[src/rtl/bitwise_pkg.sv]
// Shared types and constants for the bitwise shift/load register scheduler.
package bitwise_pkg;

  localparam int DEF_WIDTH = 8;

  localparam logic OP_LOAD  = 1'b0;
  localparam logic OP_SHIFT = 1'b1;

  typedef enum logic [1:0] {
    ST_IDLE  = 2'd0,
    ST_LOAD  = 2'd1,
    ST_SHIFT = 2'd2
  } state_e;

endpackage

[src/rtl/bitwise_sched_if.sv]
// Two-requester command bus: producers drive the master side, the scheduler the slave side.
interface bitwise_sched_if
  import bitwise_pkg::*;
#(
  parameter int WIDTH = DEF_WIDTH,
  parameter int CW    = $clog2(WIDTH + 1)
);

  logic [1:0]         req_valid;
  logic [1:0]         req_op;
  logic [2*WIDTH-1:0] req_data;
  logic [2*CW-1:0]    req_cnt;
  logic [1:0]         req_ready;

  modport master (
    output req_valid, req_op, req_data, req_cnt,
    input  req_ready
  );

  modport slave (
    input  req_valid, req_op, req_data, req_cnt,
    output req_ready
  );

endinterface

[src/rtl/bitwise_rr_arb.sv]
// Two-way round-robin arbiter: on a tie, the requester that did not win last time is granted.
module bitwise_rr_arb (
  input  logic [1:0] valid,
  input  logic       last,
  input  logic       enable,
  output logic [1:0] grant
);

  always_comb begin
    // NOTE: default assignment first so no path through this block leaves grant unassigned (no latch).
    grant = 2'b00;
    if (enable) begin
      case (valid)
        2'b01:   grant = 2'b01;
        2'b10:   grant = 2'b10;
        2'b11:   grant = last ? 2'b01 : 2'b10;
        default: grant = 2'b00;
      endcase
    end
  end

endmodule

[src/rtl/bitwise_sched.sv]
// Scheduler that arbitrates LOAD/SHIFT commands and sequences the bitwise register pins.
// Define BITWISE_SCHED_FORMAL_EN to elaborate the protocol assertions and covers.
module bitwise_sched
  import bitwise_pkg::*;
#(
  parameter int WIDTH = DEF_WIDTH,
  parameter int CW    = $clog2(WIDTH + 1)
) (
  input  logic             clk,
  input  logic             reset,
  bitwise_sched_if.slave   req,
  input  logic             hold,
  output logic             busy,
  output logic             done,
  output logic             done_id,
  output logic             sr_load_en,
  output logic [WIDTH-1:0] sr_load,
  output logic             sr_d,
  output logic             sr_en
);

  localparam logic [1:0]    IDLE  = ST_IDLE;
  localparam logic [1:0]    LOAD  = ST_LOAD;
  localparam logic [1:0]    SHIFT = ST_SHIFT;
  localparam logic [CW-1:0] K_MAX = CW'(WIDTH);

  logic [1:0]       state;
  logic             rr_last;
  logic             id_q;
  logic [WIDTH-1:0] sh_q;
  logic [CW-1:0]    k_q;
  logic [CW-1:0]    idx_q;

  logic [1:0]       grant;
  logic             accept;
  logic             sel_id;
  logic             sel_op;
  logic [WIDTH-1:0] sel_data;
  logic [CW-1:0]    sel_cnt;
  logic [CW-1:0]    sel_k;
  logic             shift_fin;

  bitwise_rr_arb u_arb (
    .valid  (req.req_valid),
    .last   (rr_last),
    .enable (state == IDLE),
    .grant  (grant)
  );

  assign req.req_ready = grant;
  assign accept        = |grant;
  assign sel_id        = grant[1];
  assign sel_op        = req.req_op[sel_id];
  assign sel_data      = sel_id ? req.req_data[WIDTH +: WIDTH] : req.req_data[0 +: WIDTH];
  assign sel_cnt       = sel_id ? req.req_cnt[CW +: CW] : req.req_cnt[0 +: CW];
  assign sel_k         = (sel_cnt > K_MAX) ? K_MAX : sel_cnt;

  // A zero-length shift completes immediately; otherwise the last bit completes only when not stalled.
  assign shift_fin = (state == SHIFT) &&
                     ((k_q == '0) || (!hold && (idx_q == k_q - CW'(1))));

  assign busy       = (state != IDLE);
  assign sr_load_en = (state == LOAD);
  assign sr_load    = (state == LOAD) ? sh_q : '0;
  assign sr_en      = (state == SHIFT) && (k_q != '0) && !hold;
  assign sr_d       = (state == SHIFT) && (k_q != '0) && sh_q[WIDTH-1];
  assign done       = (state == LOAD) || shift_fin;
  assign done_id    = done && id_q;

  // NOTE: every register here is small control/datapath state, so all of it is cleared on reset.
  always_ff @(posedge clk or posedge reset) begin
    if (reset) begin
      state   <= IDLE;
      rr_last <= 1'b1;
      id_q    <= 1'b0;
      sh_q    <= '0;
      k_q     <= '0;
      idx_q   <= '0;
    end else begin
      // NOTE: non-blocking assignments so every register samples pre-edge values.
      case (state)
        IDLE: begin
          if (accept) begin
            id_q    <= sel_id;
            rr_last <= sel_id;
            sh_q    <= sel_data;
            k_q     <= sel_k;
            idx_q   <= '0;
            state   <= (sel_op == OP_LOAD) ? LOAD : SHIFT;
          end
        end
        LOAD: state <= IDLE;
        SHIFT: begin
          if (shift_fin) begin
            state <= IDLE;
          end else if (!hold) begin
            idx_q <= idx_q + CW'(1);
            sh_q  <= {sh_q[WIDTH-2:0], 1'b0};
          end
        end
        default: state <= IDLE;
      endcase
    end
  end

`ifdef BITWISE_SCHED_FORMAL_EN
  a_strobe_excl: assert property (@(posedge clk) disable iff (reset)
    !(sr_load_en && sr_en));
  a_ready_onehot: assert property (@(posedge clk) disable iff (reset)
    $onehot0(req.req_ready) && ((state == IDLE) || (req.req_ready == 2'b00)));
  a_done_busy: assert property (@(posedge clk) disable iff (reset)
    done |-> busy);
  a_idx_range: assert property (@(posedge clk) disable iff (reset)
    idx_q <= K_MAX);

  c_load_done: cover property (@(posedge clk) disable iff (reset)
    (state == LOAD) && done);
  c_full_shift: cover property (@(posedge clk) disable iff (reset)
    (state == SHIFT) && (k_q == K_MAX) && done);
  c_alt_grant: cover property (@(posedge clk) disable iff (reset)
    (accept && !sel_id) ##2 (accept && sel_id));
`endif

endmodule

[src/flat_wrapper.sv]
// flat-port wrapper written by rule: the top's interface ports become plain ports
module bitwise_sched_flat import bitwise_pkg::*;
#(
  parameter int WIDTH = DEF_WIDTH,
  parameter int CW    = $clog2(WIDTH + 1)
)
  (clk, reset, hold, busy, done, done_id, sr_load_en, sr_load, sr_d, sr_en, req_req_valid, req_req_op, req_req_data, req_req_cnt, req_req_ready);
  bitwise_sched_if #(.WIDTH(WIDTH), .CW(CW)) req_i ();
  input  logic clk;
  input  logic reset;
  input  logic hold;
  output logic busy;
  output logic done;
  output logic done_id;
  output logic sr_load_en;
  output logic [WIDTH-1:0] sr_load;
  output logic sr_d;
  output logic sr_en;
  input wire logic [$bits(req_i.req_valid)-1:0] req_req_valid;
  input wire logic [$bits(req_i.req_op)-1:0] req_req_op;
  input wire logic [$bits(req_i.req_data)-1:0] req_req_data;
  input wire logic [$bits(req_i.req_cnt)-1:0] req_req_cnt;
  output wire logic [$bits(req_i.req_ready)-1:0] req_req_ready;
  assign req_i.req_valid = req_req_valid;
  assign req_i.req_op = req_req_op;
  assign req_i.req_data = req_req_data;
  assign req_i.req_cnt = req_req_cnt;
  assign req_req_ready = req_i.req_ready;
  bitwise_sched #(.WIDTH(WIDTH), .CW(CW)) u_core (.clk(clk), .reset(reset), .req(req_i), .hold(hold), .busy(busy), .done(done), .done_id(done_id), .sr_load_en(sr_load_en), .sr_load(sr_load), .sr_d(sr_d), .sr_en(sr_en));
endmodule
[config.mk]
export PLATFORM = sky130hd
export DESIGN_NAME = bitwise_sched_flat
export DESIGN_NICKNAME = d
export VERILOG_FILES = /design/src/rtl/bitwise_pkg.sv /design/src/rtl/bitwise_sched_if.sv /design/src/rtl/bitwise_rr_arb.sv /design/src/rtl/bitwise_sched.sv /design/src/flat_wrapper.sv
export SDC_FILE = /design/constraint.sdc
export NUM_CORES = 1
export LEC_CHECK = 0
export BUFFER_PORTS_ARGS = -buffer_cell sky130_fd_sc_hd__buf_4
export CAP_MARGIN = 20
export CORE_UTILIZATION = 40
export DETAILED_ROUTE_END_ITERATION = 6
export PLACE_DENSITY = 0.66
export SLEW_MARGIN = 10
export SYNTH_ARGS = -nofsm -noshare
export SYNTH_HDL_FRONTEND = slang
export SYNTH_SLANG_ARGS = --single-unit
[constraint.sdc]
create_clock -name clk -period 2.79 [get_ports clk]
set_input_delay 0.837 -clock clk [delete_from_list [all_inputs] [get_ports clk]]
set_output_delay 0.837 -clock clk [all_outputs]
set_load 0.02 [all_outputs]
==> summary.md <==
| Metric | Value |
|---|---|
| Run status | complete, but fails checks |
| Relative slew slack | 49.4% |
| Actual slew at the worst max-slew pin | 759 ps |
| Die width | 59.4 um |
| Syn_nets | 172 |
| Routed WL per cell | 13.4 um |
| Yosys warning total | 0 |
| Maximum number of pins on one net before global-route repair | 21 |
| CP Max Fanout | 2 |
| Number of H-tree levels | 1 |
| Share of cells above drive strength 1 | 40.5% |
| Worst path max stage delay | 410 ps |
| Num Clock Sinks | 20 |
| Rows | 20 |
| End of the critical path | done_id |
| First-pass GRT wire length | 5.24 mm |
| Die Span Y | 59.4 um |
| Number of cells on the worst reg-to-reg path | 9 |
| Antenna diode instance count | 0 |
| Internal Pwr Total | 1.07 mW |
| Top delay family on crit path | simple AND/OR/NAND/NOR gates |
| DRT Wirelength | 3.19 mm |
| HPWL Detailed | 2.38 mm |
| Drt first pass iters | 4 |
| Synth area leader | dfrtp_1 |
| Post-Route Setup TNS | -61.4 ps |
| Worst endpoint required time | 1950 ps |
| Mapped Cells | 139 |
| RSZ-0062 raised after global routing | yes |
| Max Buffers Root-to-Sink | 2 |
| Worst hold slack | 477 ps |
| Clock power share | 7.9% |
| Min-delay src | u_core.rr_last |
| DR vias/cell | 5.10 |
| WP depth | 8 |
| Pleak | 0.958 nW |
| Reg power frac | 28.7% |
| DRC Markers | 0 |
| Design Area, Final | 1840 um^2 |
| Clk Latency, worst-skew pair | 310 ps |
| CP arrival | 2010 ps |
| # setup viols final | 1 |
| CP max stage cell | dfrtp_1 |
| Sw power | 0.790 mW |
| Iteration-0 DRC Markers | 27 |
| Top cells by area, synth | dfrtp_1 (36%), mux2i_1 (11%), mux2_4 (8.0%) |
| Distinct cells, synth | 39 |
| Post-Place Cell Area | 1750 um^2 |
| Max-cap violations | 0 |
| Clk root buf | clkbuf_4 |
| Seq. cell area | 502 um^2 |
| Tmin final | 2850 ps |
| Total number of vias | 1218 |
| Total CTS buffers | 3 |
| Max VDD drop | 509 uV |
| Final layout net count | 229 |
| Hold violation total from the final report | 0 |
| Final worst slack | -61.4 ps |
| Share of Yosys cell area claimed by the top area cell type | 36.0% |
| Maximum clock frequency | 351 MHz |
| Footprint of the multi-input gates | 800 um^2 |
| Seq/Total Area, Yosys | 38.0% |
| Hold crit path type | register to register |
| Failing checks | negative setup slack |
| Core Area | 3100 um^2 |
| Vias in the first global route | 1208 |
| Die area | 3530 um^2 |
| Initial antenna violation count | 0 |
| Number of I/O port buffers | 46 |
| Netlist Area Pre-Place | 1320 um^2 |
| Total congestion overflow | 0 |
| CP Capture Type | output pin |
| Core Util, Final | 59.2% |
| Post-place setup slack | -93.5 ps |
| WS Path Type | register to output pin |
| Gr usage total | 19.8% |
| FILL cells | 308 |
| Clk_skew | 7.91 ps |
| R2R setup slack | 270 ps |
| Antenna Violating Nets Remaining | 0 |
| I/O pins | 47 |
| Final period utilization | 102% |
| CP cell instances | inv_2 -> ha_4 -> xnor2_1 -> or3_4 -> nor3_4 -> o21ai_2 -> a21boi_1 -> buf_4 |
| Switching Fraction | 42.4% |
| Pwr dens | 1010 nW/um^2 |
| Critical R2R Launch | u_core.k_q[0] |
| Initial Util | 42.5% |
| Slew Limit Fails | 0 |
| CTS tree | done |
| Startpoint Class | register |
| Synth Register Bits | 20 |
| Area growth from synthesis to layout | 39.1% |
| WP buf/inv | 2 |
| Reg2reg end | u_core.sh_q[3] |
| Avg Cell Area, Syn | 9.50 um^2 |
| RePlAce Congestion | 0.876 |
| Clk slew on worst S/H paths | 120 ps |
| Comb pwr share | 63.4% |
| Hold buffers post-CTS | 0 |
| Crit path from | u_core.k_q[0] |
==> cells in the mapped netlist <==
| library cell | n |
|---|---|
| nand2_1 | 17 |
| o21ai_0 | 13 |
| dfstp_2 | 1 |
| nor3b_1 | 1 |
| ha_1 | 2 |
| a211o_1 | 1 |
| o21ai_2 | 1 |
| nand4_1 | 1 |
| mux2_4 | 7 |
| buf_2 | 1 |
| or3_1 | 1 |
| xnor2_1 | 6 |
| buf_6 | 1 |
| nor2b_1 | 1 |
| nand2b_1 | 1 |
| or3_4 | 1 |
| a211oi_1 | 1 |
| mux2_2 | 1 |
| nor2_1 | 6 |
| o22ai_1 | 5 |
| o31a_1 | 1 |
| or2_2 | 1 |
| or2b_1 | 1 |
| a21oi_1 | 1 |
| inv_1 | 8 |
| or3b_2 | 1 |
| nor4b_1 | 1 |
| dfrtp_1 | 19 |
| and3_1 | 1 |
| a21o_2 | 1 |
| a21boi_0 | 1 |
| clkbuf_1 | 2 |
| nand3_1 | 2 |
| a41oi_1 | 1 |
| o21a_1 | 1 |
| and2_1 | 9 |
| mux2i_1 | 14 |
| and4_1 | 1 |
| nor3_1 | 4 |
==> state kept, by name, summed over array words and instances (netlist names) <==
register	flops
u_core.rr_last	1
u_core.k_q	4
u_core.id_q	1
u_core.sh_q	8
u_core.idx_q	4
u_core.state	2
==> worst register-to-register path, stage by stage (launching register included) <==
cell     delay [ps]
dfrtp_1         410
inv_2            90
ha_4            210
xnor2_1         120
or3_4           350
buf_4           140
o31a_1          300
o21ai_2         260
buf_4           220
mux2_4          310
==> logic make-up after synthesis <==
| group | Yosys count | share of synthesized area, % |
|---|---|---|
| adder cells (fa/ha/maj) | 2 | 1.90 |
| AO/OA/AOI/OAI | 27 | 12.7 |
| multiplexers | 22 | 19.4 |
| AND/OR/NAND/NOR | 50 | 19.9 |
| flip-flops | 20 | 38.0 |
| buffers and inverters | 12 | 4.08 |
| XOR/XNOR | 6 | 3.98 |
==> area by class of cell <==
type	instances	area share (%)
repair buffers	56	23.1
flip-flops and latches	20	27.3
clock buffers	4	1.43
inverters	8	1.63
well taps	44	3.00
multi-input cells	107	43.5
==> worst min-delay path by stage <==
stage / endpoint / slack (ps) / depth (start not counted)
after CTS: u_core.rr_last / 480 / 2
after global placement: u_core.id_q / 460 / 2
after floorplan: u_core.id_q / 440 / 2
final: u_core.rr_last / 480 / 2
after detailed placement: u_core.id_q / 460 / 2
after global routing: u_core.rr_last / 500 / 2
==> cell usage in the layout, fill, tap and decap left out, types with 2 or more instances in the layout <==
cell | synthesis | final
and2_1 | 9 | 9
buf_4 | 0 | 55
clkbuf_4 | 0 | 3
dfrtp_1 | 19 | 19
inv_1 | 8 | 6
inv_2 | 0 | 2
mux2_4 | 7 | 7
mux2i_1 | 14 | 14
nand2_1 | 17 | 17
nand3_1 | 2 | 2
nor2_1 | 6 | 6
nor3_1 | 4 | 3
o21ai_0 | 13 | 12
o21ai_2 | 1 | 2
o22ai_1 | 5 | 5
xnor2_1 | 6 | 5
==> what timing repair did <==
action / 4_1_cts / 5_1_grt
setup endpoints to repair: 2 / 2
pin swaps: 2 / 1
buffers inserted: 2 / 1
gates resized for setup: 9 / 0
==> stage by stage <==
| stage | total power [mW] | std cells |
|---|---|---|
| CTS | 1.86 | 238 |
| global route | 2.01 | 239 |
| finish | 1.86 | 239 |
| floorplan | 1.31 | 139 |
| detailed placement | 1.62 | 232 |
| global placement | 1.59 | 232 |
==> per-layer routing <==
metal | vias up | GRT usage (%) | wire (um)
met5 | - | 0 | 0
met4 | 0 | 8.16 | 64
met2 | 43 | 34.8 | 1590
met1 | 570 | 24.4 | 1390
met3 | 7 | 2.18 | 152
li1 | 598 | - | -
==> power by group through the flow <==
stage	Combinational, mW	Clock [mW]	Sequential, mW
after floorplan	0.803	0	0.506
after global placement	1.06	0	0.530
after detailed placement	1.09	0	0.533
after CTS	1.18	0.150	0.529
after global routing	1.29	0.165	0.554
final	1.18	0.147	0.535
No activity file was read; power rests on OpenSTA's default activity.
